File: src/rtl/uart_program_loader.sv
// Serial program loader: receives RAM_LENGTH bytes over 8N1 UART, writes them to RAM
// from address 0 upward and holds the CPU in clear for the duration of the session.
module uart_program_loader #(
    parameter int DATA_WIDTH    = 8,
    parameter int ADDRESS_WIDTH = 4,
    parameter int RAM_LENGTH    = 16,
    parameter int CLKS_PER_BIT  = 104
) (
    input  logic                     i_SYS_CLOCK,
    input  logic                     i_CLEAR,
    input  logic                     i_UART_RX,
    input  logic                     i_LOAD_START,
    output logic [ADDRESS_WIDTH-1:0] o_RAM_ADDRESS,
    output logic [DATA_WIDTH-1:0]    o_RAM_DATA,
    output logic                     o_RAM_WRITE,
    output logic                     o_CPU_HOLD,
    output logic                     o_BUSY,
    output logic                     o_DONE,
    output logic                     o_FRAME_ERROR,
    output logic [ADDRESS_WIDTH:0]   o_BYTE_COUNT
);

    localparam int TIMER_W = $clog2(CLKS_PER_BIT);
    localparam int BIT_W   = $clog2(DATA_WIDTH + 1);
    localparam int COUNT_W = ADDRESS_WIDTH + 1;

    localparam logic [TIMER_W-1:0] HALF_LAST  = TIMER_W'(CLKS_PER_BIT / 2 - 1);
    localparam logic [TIMER_W-1:0] FULL_LAST  = TIMER_W'(CLKS_PER_BIT - 1);
    localparam logic [BIT_W-1:0]   LAST_BIT   = BIT_W'(DATA_WIDTH - 1);
    localparam logic [COUNT_W-1:0] LAST_COUNT = COUNT_W'(RAM_LENGTH);

    typedef enum logic [1:0] {RX_IDLE, RX_START, RX_DATA, RX_STOP} rx_state_t;
    typedef enum logic       {L_IDLE, L_LOAD} load_state_t;

    rx_state_t   rx_state, rx_state_next;
    load_state_t load_state, load_state_next;

    logic                  rx_meta, rx_s;
    logic [TIMER_W-1:0]    timer;
    logic [BIT_W-1:0]      bit_idx;
    logic [DATA_WIDTH-1:0] rx_shift;
    logic                  byte_valid, frame_err, wait_high;
    logic                  half_hit, full_hit;
    logic                  bit_sample, shift_en, stop_good, stop_bad;

    logic [COUNT_W-1:0]       count;
    logic [ADDRESS_WIDTH-1:0] ram_addr;
    logic [DATA_WIDTH-1:0]    ram_data;
    logic                     ram_write, done, frame_error;
    logic                     write_en, set_frame_error, done_set;

    // NOTE: sequential state uses non-blocking assignments so every flop samples pre-edge values.
    always_ff @(posedge i_SYS_CLOCK) begin
        if (i_CLEAR) begin
            rx_meta <= 1'b1;
            rx_s    <= 1'b1;
        end else begin
            rx_meta <= i_UART_RX;
            rx_s    <= rx_meta;
        end
    end

    assign half_hit = (timer == HALF_LAST);
    assign full_hit = (timer == FULL_LAST);

    always_ff @(posedge i_SYS_CLOCK) begin
        if (i_CLEAR) rx_state <= RX_IDLE;
        else         rx_state <= rx_state_next;
    end

    // NOTE: every always_comb output gets a default first, so no path can infer a latch.
    always_comb begin
        rx_state_next = rx_state;
        case (rx_state)
            RX_IDLE:  if (!rx_s && !wait_high) rx_state_next = RX_START;
            RX_START: if (half_hit) rx_state_next = rx_s ? RX_IDLE : RX_DATA;
            RX_DATA:  if (full_hit && bit_idx == LAST_BIT) rx_state_next = RX_STOP;
            RX_STOP:  if (full_hit) rx_state_next = RX_IDLE;
            default:  rx_state_next = RX_IDLE;
        endcase
    end

    always_comb begin
        bit_sample = 1'b0;
        shift_en   = 1'b0;
        stop_good  = 1'b0;
        stop_bad   = 1'b0;
        case (rx_state)
            RX_START: bit_sample = half_hit;
            RX_DATA: begin
                bit_sample = full_hit;
                shift_en   = full_hit;
            end
            RX_STOP: begin
                bit_sample = full_hit;
                stop_good  = full_hit && rx_s;
                stop_bad   = full_hit && !rx_s;
            end
            default: ;
        endcase
    end

    always_ff @(posedge i_SYS_CLOCK) begin
        if (i_CLEAR) begin
            timer      <= '0;
            bit_idx    <= '0;
            rx_shift   <= '0;
            byte_valid <= 1'b0;
            frame_err  <= 1'b0;
            wait_high  <= 1'b0;
        end else begin
            byte_valid <= stop_good;
            frame_err  <= stop_bad;
            if (rx_state == RX_IDLE || bit_sample) timer <= '0;
            else                                   timer <= timer + TIMER_W'(1);
            if (rx_state == RX_START) bit_idx <= '0;
            else if (shift_en)        bit_idx <= bit_idx + BIT_W'(1);
            if (shift_en) rx_shift <= {rx_s, rx_shift[DATA_WIDTH-1:1]};
            // A bad stop bit leaves the line low; only a return to idle-high may re-arm.
            if (stop_bad)                           wait_high <= 1'b1;
            else if (rx_state == RX_IDLE && rx_s)   wait_high <= 1'b0;
        end
    end

    always_ff @(posedge i_SYS_CLOCK) begin
        if (i_CLEAR) load_state <= L_IDLE;
        else         load_state <= load_state_next;
    end

    always_comb begin
        load_state_next = load_state;
        case (load_state)
            L_IDLE: if (i_LOAD_START) load_state_next = L_LOAD;
            L_LOAD: if (!i_LOAD_START && count == LAST_COUNT) load_state_next = L_IDLE;
            default: load_state_next = L_IDLE;
        endcase
    end

    // A load request restarts the session and outranks a byte arriving in the same cycle.
    always_comb begin
        o_CPU_HOLD      = (load_state == L_LOAD);
        o_BUSY          = (load_state == L_LOAD);
        write_en        = (load_state == L_LOAD) && byte_valid && !i_LOAD_START
                          && count != LAST_COUNT;
        set_frame_error = (load_state == L_LOAD) && frame_err && !i_LOAD_START;
        done_set        = (load_state == L_LOAD) && !i_LOAD_START && count == LAST_COUNT;
    end

    always_ff @(posedge i_SYS_CLOCK) begin
        if (i_CLEAR) begin
            count       <= '0;
            ram_addr    <= '0;
            ram_data    <= '0;
            ram_write   <= 1'b0;
            done        <= 1'b0;
            frame_error <= 1'b0;
        end else begin
            ram_write <= write_en;
            done      <= done_set;
            if (write_en) begin
                ram_addr <= count[ADDRESS_WIDTH-1:0];
                ram_data <= rx_shift;
            end
            if (i_LOAD_START)  count <= '0;
            else if (write_en) count <= count + COUNT_W'(1);
            if (i_LOAD_START)         frame_error <= 1'b0;
            else if (set_frame_error) frame_error <= 1'b1;
        end
    end

    assign o_RAM_ADDRESS = ram_addr;
    assign o_RAM_DATA    = ram_data;
    assign o_RAM_WRITE   = ram_write;
    assign o_DONE        = done;
    assign o_FRAME_ERROR = frame_error;
    assign o_BYTE_COUNT  = count;

endmodule

File: config.mk
export PLATFORM = sky130hd
export DESIGN_NAME = uart_program_loader
export DESIGN_NICKNAME = d
export VERILOG_FILES = /design/src/rtl/uart_program_loader.sv
export SDC_FILE = /design/constraint.sdc
export NUM_CORES = 1
export LEC_CHECK = 0
export BUFFER_PORTS_ARGS = -buffer_cell sky130_fd_sc_hd__buf_4
export CAP_MARGIN = 20
export CORE_ASPECT_RATIO = 1.2
export CORE_MARGIN = 4
export CORE_UTILIZATION = 30
export CTS_BUF_LIST = sky130_fd_sc_hd__clkbuf_16
export CTS_CLUSTER_SIZE = 12
export DETAILED_ROUTE_END_ITERATION = 8
export GPL_ROUTABILITY_DRIVEN = 0
export GPL_TIMING_DRIVEN = 0
export PLACE_DENSITY = 0.47
export SYNTH_ARGS = -nofsm -noshare
export SYNTH_HDL_FRONTEND = slang
export SYNTH_SLANG_ARGS = --single-unit
File: constraint.sdc
create_clock -name i_SYS_CLOCK -period 1.9 [get_ports i_SYS_CLOCK]
set_input_delay 0.285 -clock i_SYS_CLOCK [delete_from_list [all_inputs] [get_ports i_SYS_CLOCK]]
set_output_delay 0.285 -clock i_SYS_CLOCK [all_outputs]
set_load 0.05 [all_outputs]
==> impl_summary.log <==
INFO  metric worstSetupPathType = reg -> reg
INFO  metric detailroute.via_count = around 1800
INFO  metric multiInputGateArea = 1060 sq um
INFO  metric max_frequency = 0.589 GHz
INFO  metric final_net_count = 267
INFO  metric tightestPinTransition = 0.519 ns
INFO  metric synth_top_cell_by_area = dfxtp_1
INFO  metric grt_antenna_before_repair = 0
INFO  metric synth.net_count = 236
INFO  metric first_pass_grt_wire_length = 8270 um
INFO  metric grt_pass1_vias = 1700
INFO  metric filler_cell_count = 736
INFO  metric ff_latch_area = between 900 and 1000 sq um
INFO  metric grt_max_degree = 15
INFO  metric die-height = 99.8 um
INFO  metric route.final.wire_length = between 4000 and 5000 um
INFO  metric totalNegativeSetupSlack = 0 ns
INFO  metric flops_latches_synth = between 40 and 50
INFO  metric power.switching_fraction = 0.188
INFO  metric synth_most_common_cell = dfxtp_1
INFO  metric postCtsSetupBuffers = 0
INFO  metric max-clock-path-buffers = 2
INFO  metric cell_area_after_synthesis = 2110 sq um
INFO  metric synthesis.instances = 228
INFO  metric grt_remaining_overflow = 0
INFO  metric timing.critical_path.from_type = flip-flop
INFO  metric intPower = 1.76 mW
INFO  metric combinationalPowerShare = 0.030
INFO  metric drive_above_1_share = 0.185
INFO  metric cts_tree = built
INFO  metric async_flop_share = 0
INFO  metric report.final.hold_viol_count = 0
INFO  metric slew_headroom = 0.654
INFO  metric num_antenna_cells = 0
INFO  metric htreeDepth = 2
INFO  metric insertion_delay = 0.28 ns
INFO  metric core_area = 6850 sq um
INFO  metric worstPathArrival = 1.84 ns
INFO  metric rows = 33
INFO  metric min_period_over_period = 0.894
INFO  metric die_width = roughly 85 um
INFO  metric drtAntennaViolNets = 0
INFO  metric ys_top_cells_by_count = dfxtp_1 (47), a21oi_1 (24), o21ai_0 (21)
INFO  metric power_density = 840 nW/um^2
INFO  metric yosysSeqAreaShare = 0.446
INFO  metric share_of_yosys_cell_area_claimed_by_the_top_area_cell_type = 0.446
INFO  metric rsz0062_at_grt = false
INFO  metric dpl.hpwl = 3540 um
INFO  metric clock-skew-final = 0.00300 ns
INFO  metric floorplan.initialDensity = 0.308
INFO  metric max-cap-violations = 0
INFO  metric global_route.usage.total = 0.120
INFO  metric cts_repair_resize_count = 0
INFO  metric ys.warnings.count = 0
INFO  metric timing.final.crit_period = 1.70 ns
INFO  metric hold_class = in -> reg
INFO  metric first_iter_violations = 75
INFO  metric report.final.setup_viol = 0
INFO  metric layout-area-overhead-vs-synth = 22.7%
INFO  metric hold_ws = 0.190 ns
INFO  metric irDropWorstVdd = ~0.34 mV
INFO  metric numClockSinks = 47
INFO  metric number_of_cts_inserted_buffers = 5
INFO  metric clock_tree.root_cell = clkbuf_16
INFO  metric report.final.slew_viol_count = 0
INFO  metric fp.dieArea = 8440 sq um
INFO  metric detail_route.wl_per_cell = 14.0 um
INFO  metric dominantRegCellSynth = dfxtp_1
INFO  metric share_seq_of_total_power = 0.458
INFO  metric first_pass_drt_iterations = 4
INFO  metric drc = 0
INFO  metric worst_setup_hold_path_clk_slew = about 0.060 ns
INFO  metric switching_power = 0.408 mW
INFO  metric syn-mean-instance-area = just over 9 sq um
INFO  metric cts_hold_buffers = 0
INFO  metric num_io_pins = 26
INFO  metric crit_path_end_kind = flip-flop
INFO  metric yosysUniqueCellTypes = 54
INFO  metric critical_path_peak_fanout = 9
INFO  metric worst-endpoint-required = 2.04 ns
INFO  metric synth_enable_flop_cells = 0
INFO  metric share_clk_of_total_power = 0.511
INFO  metric synthTopCellsByArea = dfxtp_1 (45%), a21oi_1 (5.7%), o21ai_0 (5.0%), nand3_1 (4.3%), mux2i_1 (3.8%)
INFO  metric outcome = finished clean
INFO  metric cellLeakagePower = 0.998 nW
INFO  metric port_buffers = 24
INFO  metric routed_via_density = 5.09
==> power by group through the flow <==
stage / Clock (mW) / Combinational, mW / Sequential, mW
2_1_floorplan: 0 / 0.0403 / 1.02
3_3_place_gp: 0 / 0.0670 / 1.02
3_5_place_dp: 0 / 0.0668 / 1.02
4_1_cts: 1.14 / 0.0671 / 0.995
5_1_grt: 1.18 / 0.0715 / 0.996
6_report: 1.11 / 0.0654 / 0.995
==> registers in the layout (all words and copies together), names as in the netlist, named ones only <==
name,flops
bit_idx,4
byte_valid,1
frame_err,1
o_BUSY,1
o_BYTE_COUNT,5
o_DONE,1
o_FRAME_ERROR,1
o_RAM_ADDRESS,4
o_RAM_DATA,8
o_RAM_WRITE,1
rx_meta,1
rx_s,1
rx_shift,8
rx_state,1
timer,7
wait_high,1
==> through the flow <==
| stage | utilization | setup slack (ns) | cells | area (sq um) | power (mW) |
|---|---|---|---|---|---|
| 3_5_place_dp | 0.350 | 0.147 | 339 | 2400 | 1.08 |
| 6_report | 0.377 | 0.202 | 347 | 2590 | 2.17 |
| 3_3_place_gp | 0.350 | 0.152 | 339 | 2400 | 1.09 |
| 2_1_floorplan | - | 0.0426 | 228 | 2110 | 1.06 |
| 5_1_grt | 0.377 | 0.0476 | 347 | 2590 | 2.25 |
| 4_1_cts | 0.377 | 0.209 | 347 | 2590 | 2.20 |
==> critical path, cell delays in order (launching register included) <==
cell	delay (ns)
dfxtp_1	0.37
ha_1	0.34
and3b_1	0.23
buf_6	0.14
a311o_1	0.35
a22oi_1	0.14
==> cell type report <==
cell class	count	share of cell area
well taps	87	0.0421
plain buffers	16	0.0358
repair buffers	24	0.0697
multi-input cells	160	0.408
clock inverters	3	0.0247
clock buffers	5	0.0484
inverters	5	0.00726
flip-flops and latches	47	0.364
==> cells in the final DEF (no fill, tap or decap), types with 3 or more instances in the layout <==
cell type	n
clkbuf_1	8
nand2_1	5
inv_1	6
and3b_1	3
or2_2	3
a21oi_1	24
buf_4	26
ha_1	4
nand4_1	3
nor2_1	8
mux2i_1	8
or3_1	3
nand2b_1	11
o21ai_0	21
clkbuf_16	5
nor3_1	4
nand3_1	18
dfxtp_1	47
nand4b_1	3
==> cells by family after synthesis <==
group | after synthesis | synth area share
xor+xnor | 3 | 0.0125
buf+inv | 21 | 0.0528
mux | 8 | 0.0380
compound gates | 62 | 0.170
fa+ha+maj | 4 | 0.0237
flops | 47 | 0.446
simple gates | 83 | 0.257
==> metal layers <==
metal,global-route usage,routed length [um],vias up
li1,-,-,892
met1,0.144,2150,826
met2,0.206,2400,40
met3,0.0304,231,7
met4,0.0438,79,0
met5,0,0,-
==> path summary, 6_finish.rpt <==
check,start,endpoint,slack [ns],depth (start not counted)
min reg2reg,rx_meta,rx_s,0.41,1
max reg2reg,timer[0],timer[5],0.20,5
max,timer[0],timer[5],0.20,5
min,i_UART_RX,rx_meta,0.19,2
Note: power is estimated with default switching activity, not from simulation.
